## src/rtl/fifo_uart_tx_pkg.sv

```systemverilog
// Shared types and helpers for the FIFO-fed UART transmitter.
// Holds the FSM state encoding, frame length arithmetic and the parity reduction.
package uart_tx_pkg;

    typedef enum logic [2:0] {
        ST_IDLE   = 3'd0,
        ST_START  = 3'd1,
        ST_DATA   = 3'd2,
        ST_PARITY = 3'd3,
        ST_STOP   = 3'd4
    } tx_state_e;

    // UART bit periods in one frame: start + data + optional parity + stop bits.
    function automatic int unsigned frame_bits(input int unsigned data_bits,
                                               input int unsigned parity_en,
                                               input int unsigned stop_bits);
        return 32'd1 + data_bits + parity_en + stop_bits;
    endfunction

    // Even parity of a word; callers zero-extend, which leaves the XOR unchanged.
    function automatic logic xor_reduce(input logic [63:0] word);
        return ^word;
    endfunction

endpackage

```

## src/rtl/fifo_uart_tx_if.sv

```systemverilog
// FIFO read-port bundle between the async FIFO read side and its UART consumer.
// master = the consumer that issues pops; slave = the FIFO that answers them.
interface fifo_uart_tx_if #(
    parameter int DATA = 8
);
    import uart_tx_pkg::*;

    logic            empty;
    logic [DATA-1:0] rdata;
    logic            r_en;

    modport master (input empty, input rdata, output r_en);
    modport slave  (output empty, output rdata, input r_en);

endinterface

```

## src/rtl/fifo_uart_tx_baud_tick_gen.sv

```systemverilog
// Bit-period counter: runs 0..CLKS_PER_BIT-1 while run=1, parked at 0 otherwise.
// tick marks the terminal count; tick_pre marks the cycle just before it.
module baud_tick_gen
    import uart_tx_pkg::*;
#(
    parameter int CLKS_PER_BIT = 16
) (
    input  logic rclk,
    input  logic rrst,
    input  logic run,
    output logic tick,
    output logic tick_pre
);

    localparam int CNT_W = $clog2(CLKS_PER_BIT);
    localparam logic [CNT_W-1:0] CNT_LAST = CNT_W'(CLKS_PER_BIT - 1);
    localparam logic [CNT_W-1:0] CNT_PRE  = CNT_W'(CLKS_PER_BIT - 2);

    logic [CNT_W-1:0] cnt_q;
    logic [CNT_W-1:0] cnt_d;

    // Next count: wrap on terminal value, hold at zero when not running.
    always_comb begin
        cnt_d = cnt_q;
        if (!run) begin
            cnt_d = '0;
        end else if (cnt_q == CNT_LAST) begin
            cnt_d = '0;
        end else begin
            cnt_d = cnt_q + CNT_W'(1);
        end
    end

    // Count register.
    always_ff @(posedge rclk) begin
        if (rrst) begin
            cnt_q <= '0;
        end else begin
            cnt_q <= cnt_d;
        end
    end

    assign tick     = run && (cnt_q == CNT_LAST);
    assign tick_pre = run && (cnt_q == CNT_PRE);

endmodule

```

## src/rtl/fifo_uart_tx.sv

```systemverilog
// UART transmitter that drains the read side of an async FIFO.
// Outputs are computed from the next state so every pin comes straight from a flop.
module fifo_uart_tx
    import uart_tx_pkg::*;
#(
    parameter int DATA         = 8,
    parameter int CLKS_PER_BIT = 16,
    parameter int STOP_BITS    = 1,
    parameter int PARITY_EN    = 0,
    parameter int PARITY_ODD   = 0
) (
    input  logic              rclk,
    input  logic              rrst,
    input  logic              tx_en,
    fifo_uart_tx_if.master    fifo,
    output logic              txd,
    output logic              busy,
    output logic              frame_done
);

    localparam int BIT_W = $clog2(DATA);
    localparam logic [BIT_W-1:0] DATA_LAST = BIT_W'(DATA - 1);
    localparam logic [BIT_W-1:0] STOP_LAST = BIT_W'(STOP_BITS - 1);
    localparam logic             PAR_SENSE = (PARITY_ODD != 0);

    tx_state_e       state_q, state_d;
    logic [DATA-1:0] shreg_q, shreg_d;
    logic [BIT_W-1:0] bit_q, bit_d;
    logic            par_q, par_d;
    logic            txd_q, txd_d;
    logic            r_en_q, r_en_d;
    logic            busy_q, busy_d;
    logic            done_q, done_d;
    logic            tick;
    logic            tick_pre;

    baud_tick_gen #(.CLKS_PER_BIT(CLKS_PER_BIT)) u_baud (
        .rclk     (rclk),
        .rrst     (rrst),
        .run      (state_q != ST_IDLE),
        .tick     (tick),
        .tick_pre (tick_pre)
    );

    // Next-state, datapath and registered-output precomputation.
    always_comb begin
        state_d = state_q;
        shreg_d = shreg_q;
        bit_d   = bit_q;
        par_d   = par_q;
        r_en_d  = 1'b0;
        done_d  = 1'b0;
        case (state_q)
            ST_IDLE: begin
                if (tx_en && !fifo.empty) begin
                    state_d = ST_START;
                    shreg_d = fifo.rdata;
                    par_d   = xor_reduce(64'(fifo.rdata));
                    bit_d   = '0;
                    r_en_d  = 1'b1;
                end else begin
                    state_d = ST_IDLE;
                end
            end
            ST_START: begin
                if (tick) begin
                    state_d = ST_DATA;
                    bit_d   = '0;
                end else begin
                    state_d = ST_START;
                end
            end
            ST_DATA: begin
                if (tick) begin
                    shreg_d = shreg_q >> 1;
                    if (bit_q == DATA_LAST) begin
                        bit_d   = '0;
                        state_d = (PARITY_EN != 0) ? ST_PARITY : ST_STOP;
                    end else begin
                        bit_d = bit_q + BIT_W'(1);
                    end
                end else begin
                    state_d = ST_DATA;
                end
            end
            ST_PARITY: begin
                if (tick) begin
                    state_d = ST_STOP;
                    bit_d   = '0;
                end else begin
                    state_d = ST_PARITY;
                end
            end
            ST_STOP: begin
                // Raised one cycle early so the flop shows it during the last stop cycle.
                done_d = tick_pre && (bit_q == STOP_LAST);
                if (tick) begin
                    if (bit_q == STOP_LAST) begin
                        state_d = ST_IDLE;
                        bit_d   = '0;
                    end else begin
                        bit_d = bit_q + BIT_W'(1);
                    end
                end else begin
                    state_d = ST_STOP;
                end
            end
            default: begin
                state_d = ST_IDLE;
                bit_d   = '0;
            end
        endcase

        busy_d = (state_d != ST_IDLE);
        case (state_d)
            ST_IDLE:   txd_d = 1'b1;
            ST_START:  txd_d = 1'b0;
            ST_DATA:   txd_d = shreg_d[0];
            ST_PARITY: txd_d = par_d ^ PAR_SENSE;
            ST_STOP:   txd_d = 1'b1;
            default:   txd_d = 1'b1;
        endcase
    end

    // State, datapath and output registers with synchronous reset.
    always_ff @(posedge rclk) begin
        if (rrst) begin
            state_q <= ST_IDLE;
            shreg_q <= '0;
            bit_q   <= '0;
            par_q   <= 1'b0;
            txd_q   <= 1'b1;
            r_en_q  <= 1'b0;
            busy_q  <= 1'b0;
            done_q  <= 1'b0;
        end else begin
            state_q <= state_d;
            shreg_q <= shreg_d;
            bit_q   <= bit_d;
            par_q   <= par_d;
            txd_q   <= txd_d;
            r_en_q  <= r_en_d;
            busy_q  <= busy_d;
            done_q  <= done_d;
        end
    end

    assign fifo.r_en  = r_en_q;
    assign txd        = txd_q;
    assign busy       = busy_q;
    assign frame_done = done_q;

endmodule

```

## src/flat_wrapper.sv

```systemverilog
// flat-port wrapper written by rule: the top's interface ports become plain ports
module fifo_uart_tx_flat import uart_tx_pkg::*;
#(
    parameter int DATA         = 8,
    parameter int CLKS_PER_BIT = 16,
    parameter int STOP_BITS    = 1,
    parameter int PARITY_EN    = 0,
    parameter int PARITY_ODD   = 0
)
  (rclk, rrst, tx_en, txd, busy, frame_done, fifo_empty, fifo_rdata, fifo_r_en);
  fifo_uart_tx_if #(.DATA(DATA)) fifo_i ();
  input  logic rclk;
  input  logic rrst;
  input  logic tx_en;
  output logic txd;
  output logic busy;
  output logic frame_done;
  input wire logic [$bits(fifo_i.empty)-1:0] fifo_empty;
  input wire logic [$bits(fifo_i.rdata)-1:0] fifo_rdata;
  output wire logic [$bits(fifo_i.r_en)-1:0] fifo_r_en;
  assign fifo_i.empty = fifo_empty;
  assign fifo_i.rdata = fifo_rdata;
  assign fifo_r_en = fifo_i.r_en;
  fifo_uart_tx #(.DATA(DATA), .CLKS_PER_BIT(CLKS_PER_BIT), .STOP_BITS(STOP_BITS), .PARITY_EN(PARITY_EN), .PARITY_ODD(PARITY_ODD)) u_core (.rclk(rclk), .rrst(rrst), .tx_en(tx_en), .fifo(fifo_i), .txd(txd), .busy(busy), .frame_done(frame_done));
endmodule
```

## config.mk

```make
export PLATFORM = sky130hd
export DESIGN_NAME = fifo_uart_tx_flat
export DESIGN_NICKNAME = d
export VERILOG_FILES = /design/src/rtl/fifo_uart_tx_pkg.sv /design/src/rtl/fifo_uart_tx_if.sv /design/src/rtl/fifo_uart_tx_baud_tick_gen.sv /design/src/rtl/fifo_uart_tx.sv /design/src/flat_wrapper.sv
export SDC_FILE = /design/constraint.sdc
export NUM_CORES = 1
export LEC_CHECK = 0
export ABC_CLOCK_PERIOD_IN_PS = 4300
export CAP_MARGIN = 20
export CELL_PAD_IN_SITES_DETAIL_PLACEMENT = 0
export CELL_PAD_IN_SITES_GLOBAL_PLACEMENT = 1
export CORE_AREA = 2 2 50 61
export CTS_BUF_LIST = sky130_fd_sc_hd__clkbuf_8
export DETAILED_ROUTE_END_ITERATION = 10
export DIE_AREA = 0 0 52 63
export PLACE_DENSITY_LB_ADDON = 0.1
export REMOVE_ABC_BUFFERS = 1
export SLEW_MARGIN = 20
export SYNTH_ARGS = -nofsm -noshare
export SYNTH_HDL_FRONTEND = slang
export SYNTH_HIERARCHICAL = 1
export SYNTH_SLANG_ARGS = --single-unit
```

## constraint.sdc

```tcl
create_clock -name rclk -period 4.3 [get_ports rclk]
set_clock_uncertainty 0.2 [all_clocks]
set_input_delay 0.645 -clock rclk [delete_from_list [all_inputs] [get_ports rclk]]
set_output_delay 0.645 -clock rclk [all_outputs]
set_load 0.005 [all_outputs]
```

; ---- Word-level counts from Yosys, hierarchy flattened
; Cells that the tools add are included.
[word_totals]
ram_bits = 0
memories = 0
mem_bits_ro = 0
latch_bits = 0
out_inout_bits = 4
in_bits = 12
wordCells = 68
register_bits = 23
[classes]
n_mux = 22
n_shift = 0
addsub = 2
n_reduce_logical = 17
multipliers = 0
div = 0
order_cmp = 0
eq_ne = 14
bitwise = 3
[op_table]
columns = op, n
row1 = $reduce_xor 64->1, 1
row2 = $mux 3, 11
row3 = $mux 8, 2
row4 = $pmux 8 s2, 1
row5 = $pmux 3 s5, 1
row6 = $eq 3x2->1 const B, 4
row7 = $pmux 3 s4, 1
row8 = $eq 4x4->1 const B, 2
row9 = $ne 2x1->1 const B, 4
row10 = $eq 3x1->1 const B, 2
row11 = $eq 3x3->1 const B, 2
row12 = $logic_not 3->1, 2
row13 = $reduce_bool 3->1, 2
row14 = $reduce_or 2->1, 3
row15 = $add 4x1->4 const B, 1
row16 = $logic_and 1x1->1, 4
row17 = $mux 1, 4
row18 = $reduce_and 4->1, 1
row19 = $add 3x1->3 const B, 1
row20 = $not 1->1, 3
row21 = $pmux 1 s3, 1
row22 = $reduce_and 3->1, 1
row23 = $reduce_or 3->1, 1
row24 = $mux 2, 1
row25 = 2 further kinds, 2

; ---- Logic depth before layout (Yosys ltp)
[logic_depth]
ltp_word = 6
ltp_mapped = 8
mapped_depth_nobuf = 7

; ---- Hierarchy
; Netlist, hierarchy kept.
[by_module_without_submodules]
columns = module, seq_area_each_um2, area_each_um2, n_inst, cells_per_inst
row1 = fifo_uart_tx, 380.4, 960.9, 1, 105
row2 = baud_tick_gen, 80.1, 190.2, 1, 18

; ---- Least setup slack after synthesis
; Ideal clock, no wire load.
[synth_timing]
path_type = flip-flop to flip-flop
start = reg u_core.state_q[0]
end = reg u_core.txd_q, in the netlist u_core/txd
synth_period_minus_slack_ps = 2391
t_arrival_ps = 2066
n_path_buf = 1
setup_time_ps = 124
t_required_ps = 3976
path_slack_ps = 1909
stages_incl_launch_ff = 8
path_cell_list = dfxtp_1 -> buf_6 -> or3_4 -> and4_2 -> nor3b_4 -> and2_2 -> a221o_1 -> a2111o_1
[synth_between]
elab_chain_cells = 6
elab_cells_between_ends = 21
cone_classes = 7 x eq/ne / 11 x mux / 3 x reduce/logical
[synth_lines]
columns = element, line_no
row1 = start: declaration, fifo_uart_tx.sv:26  ; tx_state_e state_q, state_d;
row2 = start signal: assignment, fifo_uart_tx.sv:137  ; state_q <= state_d;
row3 = $reduce_bool 3->1 *, fifo_uart_tx.sv:40  ; .run (state_q != ST_IDLE),
row4 = $logic_and 1x1->1 *, fifo_uart_tx_baud_tick_gen.sv:43  ; assign tick = run && (cnt_q == CNT_LAST);
row5 = via u_core.tick, fifo_uart_tx.sv:34  ; logic tick;
row6 = $mux 3 (tied with other cells), fifo_uart_tx.sv:97  ; if (tick) begin
row7 = $pmux 3 s5, fifo_uart_tx.sv:53  ; case (state_q)
row8 = $eq 3x2->1 or $eq 3x1->1 (tied branches), fifo_uart_tx.sv:115  ; case (state_d)
row9 = $pmux 1 s3 *, fifo_uart_tx.sv:115
row10 = end signal: assignment, fifo_uart_tx.sv:141  ; txd_q <= txd_d;
row11 = end: declaration, fifo_uart_tx.sv:30  ; logic txd_q, txd_d;
; Mark *: on every way through the listed nets, which the timed path passes. The rest lies on a longest branch. The select of a mux whose other input is x is not followed.
; A chain may end at the register's enable or synchronous reset.

; ---- Worst setup path in the final report
; Ends and elaborated chain as after synthesis.

==> results.md <==
- Achievable Freq: around 0.37 GHz
- Largest net degree at the start of global routing: 22
- Minimum clock period: about 2700 ps
- Seq cells post-synth: 23
- Met2 usage: around a quarter
- Cts repair resizes: 0
- Int Pwr: around 0.00032 W
- DRT Pass-1 Iters: 4
- Hold Crit Class: reg -> reg
- Post-Synthesis Cells: 123
- Busiest grt layer: met2
- Layout cell share with drive strength beyond 1: a little over an eighth
- Status: complete, no violations
- Drt total wl: about 2100 µm
- # diodes: 0
- Filler instances: 273
- Least-Margin Pin Slew: roughly 760 ps
- Count of final setup violators: 0
- Grt met3 use: under 10%
- Nets: between 150 and 200
- WHS Path Cells: 2
- Die footprint: between 3000 and 4000 µm²
- Max clock buf depth: 2
- Critical Path Source Type: flop
- Peak supply drop: around 0.00018 V
- Initial Util: a little over two fifths
- Total track usage: 14.5%
- Hold Startpoint: u_core/shreg_q[3]
- CTS Hold Buffers Added: 0
- Clock transition at path regs: 80 ps
- CTS tree: done
- Clock Latency Late Sink: around 260 ps
- Sink Count: 23
- R2r endpoint: u_core/txd
- Reg2Reg Setup Slack: around 1600 ps
- Reg-to-Reg Start: u_core/state_q[0]
- Syn_area_per_cell: 9.36 µm²
- Leakage: roughly 0.48 nW
- Die width: around 52 µm
- CP arrival: around 2600 ps
- Placement Setup Slack: 1510 ps
- Die Y: 63 µm
- Netlist area before placement: roughly 1200 µm²
- Worst Hold Path EP: u_core/shreg_q[3]
- Antenna violations before repair: 0
- Commonest cells after routing, fill and taps aside: dfxtp_1 (23), clkdlybuf4s50_1 (15), nor2_1 (11)
- Hold Vio Cnt, Final: 0
- TNS Setup: 0 ps
- Power Density: between 300 and 400 nW/µm²
- Share of total power in combinational logic: between 10% and 20%
- GR Util met1: 16.3%
- Core area: ~2700 µm²
- Unrepaired setup endpoints after global routing: no
- Total I/O pin count: 16
- PortBufs: 15
- Post-synthesis sequential area ratio: roughly two fifths
- Commonest non-fill, non-tap cell in the layout: dfxtp_1
- Post-synth cell types: 40
- Vias in the first global route: a little under 900
- Clk root buf: clkbuf_8
- Final worst slack: about 1600 ps
- Slew headroom: just under 50%
- Final GP Congestion: roughly 0.75
- WP data required: 4250 ps
- Post-CTS Setup Bufs: 0
- Flop pwr share: a little over half
- Area growth syn-to-layout: 17.8%
- CP max FO: 10
- Crit end category: flop
- DR vias: approximately 870
- Max Slew Vio Count: 0
- Drt drc: 0
- Reg2reg path depth: 6
- YS warnings: 6
- Row count: 21
- Dpl hpwl: 1550 µm
- DR vias/cell: roughly 5
- Clock share of power: between 30% and 40%
- Grt ovf: 0
- Period utilization: 62.0%
- MaxCap Viol Count: 0
- H-tree depth: 1
- First-iteration detailed-routing DRC count: 8
- Sw frac: approximately a quarter
- Switch Pwr: 0.0000972 W
- WL/cell: 12.0 µm
- Crit Path Class: reg -> reg
- First-pass GRT wire length: ~3600 µm
- Total CTS buffers: 3
- Final ANT Viol Nets: 0
-- synthesized netlist by cell type (all sizes together) --
master | instances | share of area (%)
o21ai | 3 | 1.3
and2b | 1 | 0.76
nor3 | 3 | 1.3
nand2 | 10 | 3.3
a31oi | 1 | 0.54
or3 | 1 | 0.98
a2111o | 1 | 0.98
nor2 | 13 | 4.7
nand3b | 3 | 2.0
nand4b | 1 | 0.76
xor2 | 1 | 0.76
nand2b | 3 | 1.8
and4 | 2 | 1.7
a211oi | 1 | 0.65
and2 | 2 | 1.2
nor2b | 5 | 3.4
a21oi | 10 | 4.3
a21o | 1 | 0.76
o22a | 2 | 1.6
or2b | 1 | 0.65
a221o | 1 | 0.87
nor3b | 2 | 2.7
or2 | 1 | 0.54
inv | 3 | 0.98
clkbuf | 2 | 1.5
a22oi | 6 | 3.9
dfxtp | 23 | 40
xnor2 | 8 | 6.1
ha | 5 | 5.4
buf | 2 | 1.4
mux2i | 2 | 1.7
nand3 | 3 | 1.3
-- per-layer routing --
layer / part of all wire [%] / vias up
li1: - / 460
met1: 43 / 397
met2: 54 / 9
met3: 2.4 / 2
met4: 0.92 / 0
met5: 0 / -
-- worst max-delay path by stage --
stage	cells after the start	slack (ps)	start	endpoint
after floorplan	6	1900	u_core/state_q[0]	u_core/txd
after global placement	6	1550	fifo_empty	u_core/txd
after detailed placement	6	1510	fifo_empty	u_core/txd
after CTS	6	1610	u_core/state_q[0]	u_core/txd
after global routing	6	1470	u_core/state_q[0]	u_core/txd
final	6	1630	u_core/state_q[0]	u_core/txd
-- flip-flops by register name, indices dropped and copies added, names as in the netlist --
name and cells:
u_core/frame_done 1, u_core/u_baud/cnt_q 4, u_core/busy 1, u_core/par_q 1, u_core/state_q 3, u_core/shreg_q 8
u_core/txd 1, u_core/bit_q 3, u_core/fifo.r_en 1
-- through the flow --
step	area (µm²)	std cells	power [W]	hold WS, ps	utilization, %
after floorplan	1120	119	0.000263	226	-
after global placement	1310	168	0.000287	244	48.4
after detailed placement	1310	168	0.000288	248	48.4
after CTS	1360	172	0.000421	260	50.1
after global routing	1360	172	0.000442	282	50.1
final	1360	172	0.000414	260	50.1
-- final cells by class --
cell class	instances	area (µm²)	area share, %
Timing Repair Buffer	15	150	11.1
Clock inverter	1	5.00	0.369
Multi-Input combinational cell	93	646	47.6
Sequential cell	23	460	33.9
Inverter	3	11.3	0.830
Tap cell	34	42.5	3.14
Clock buffer	3	41.3	3.04
-- power by group through the flow --
stage               Combinational [W]  Clock, W  Sequential (W)
finish                      0.0000564  0.000132        0.000225
global route                0.0000624  0.000154        0.000226
CTS                         0.0000573  0.000139        0.000225
detailed placement          0.0000573         0        0.000230
global placement            0.0000571         0        0.000230
floorplan                   0.0000337         0        0.000229
-- critical path, cell delays in order, from the launching register on --
cell and delay (ps):
dfxtp_1 540, or3_4 240, and4_2 300, nor3b_4 400, nor2_2 140, a221o_1 340, a2111o_1 400
-- cell families after synthesis --
group / count (synthesis) / synth area share [%]
AOI/OAI and AO/OA: 26 / 15.0
and+or+nand+nor: 51 / 27.1
muxes: 2 / 1.74
xor gates and xnor gates: 9 / 6.85
DFF: 23 / 40.0
adders and majority gates: 5 / 5.43
buffers and inverters: 7 / 3.91
Note: power is estimated with default switching activity, not from simulation.
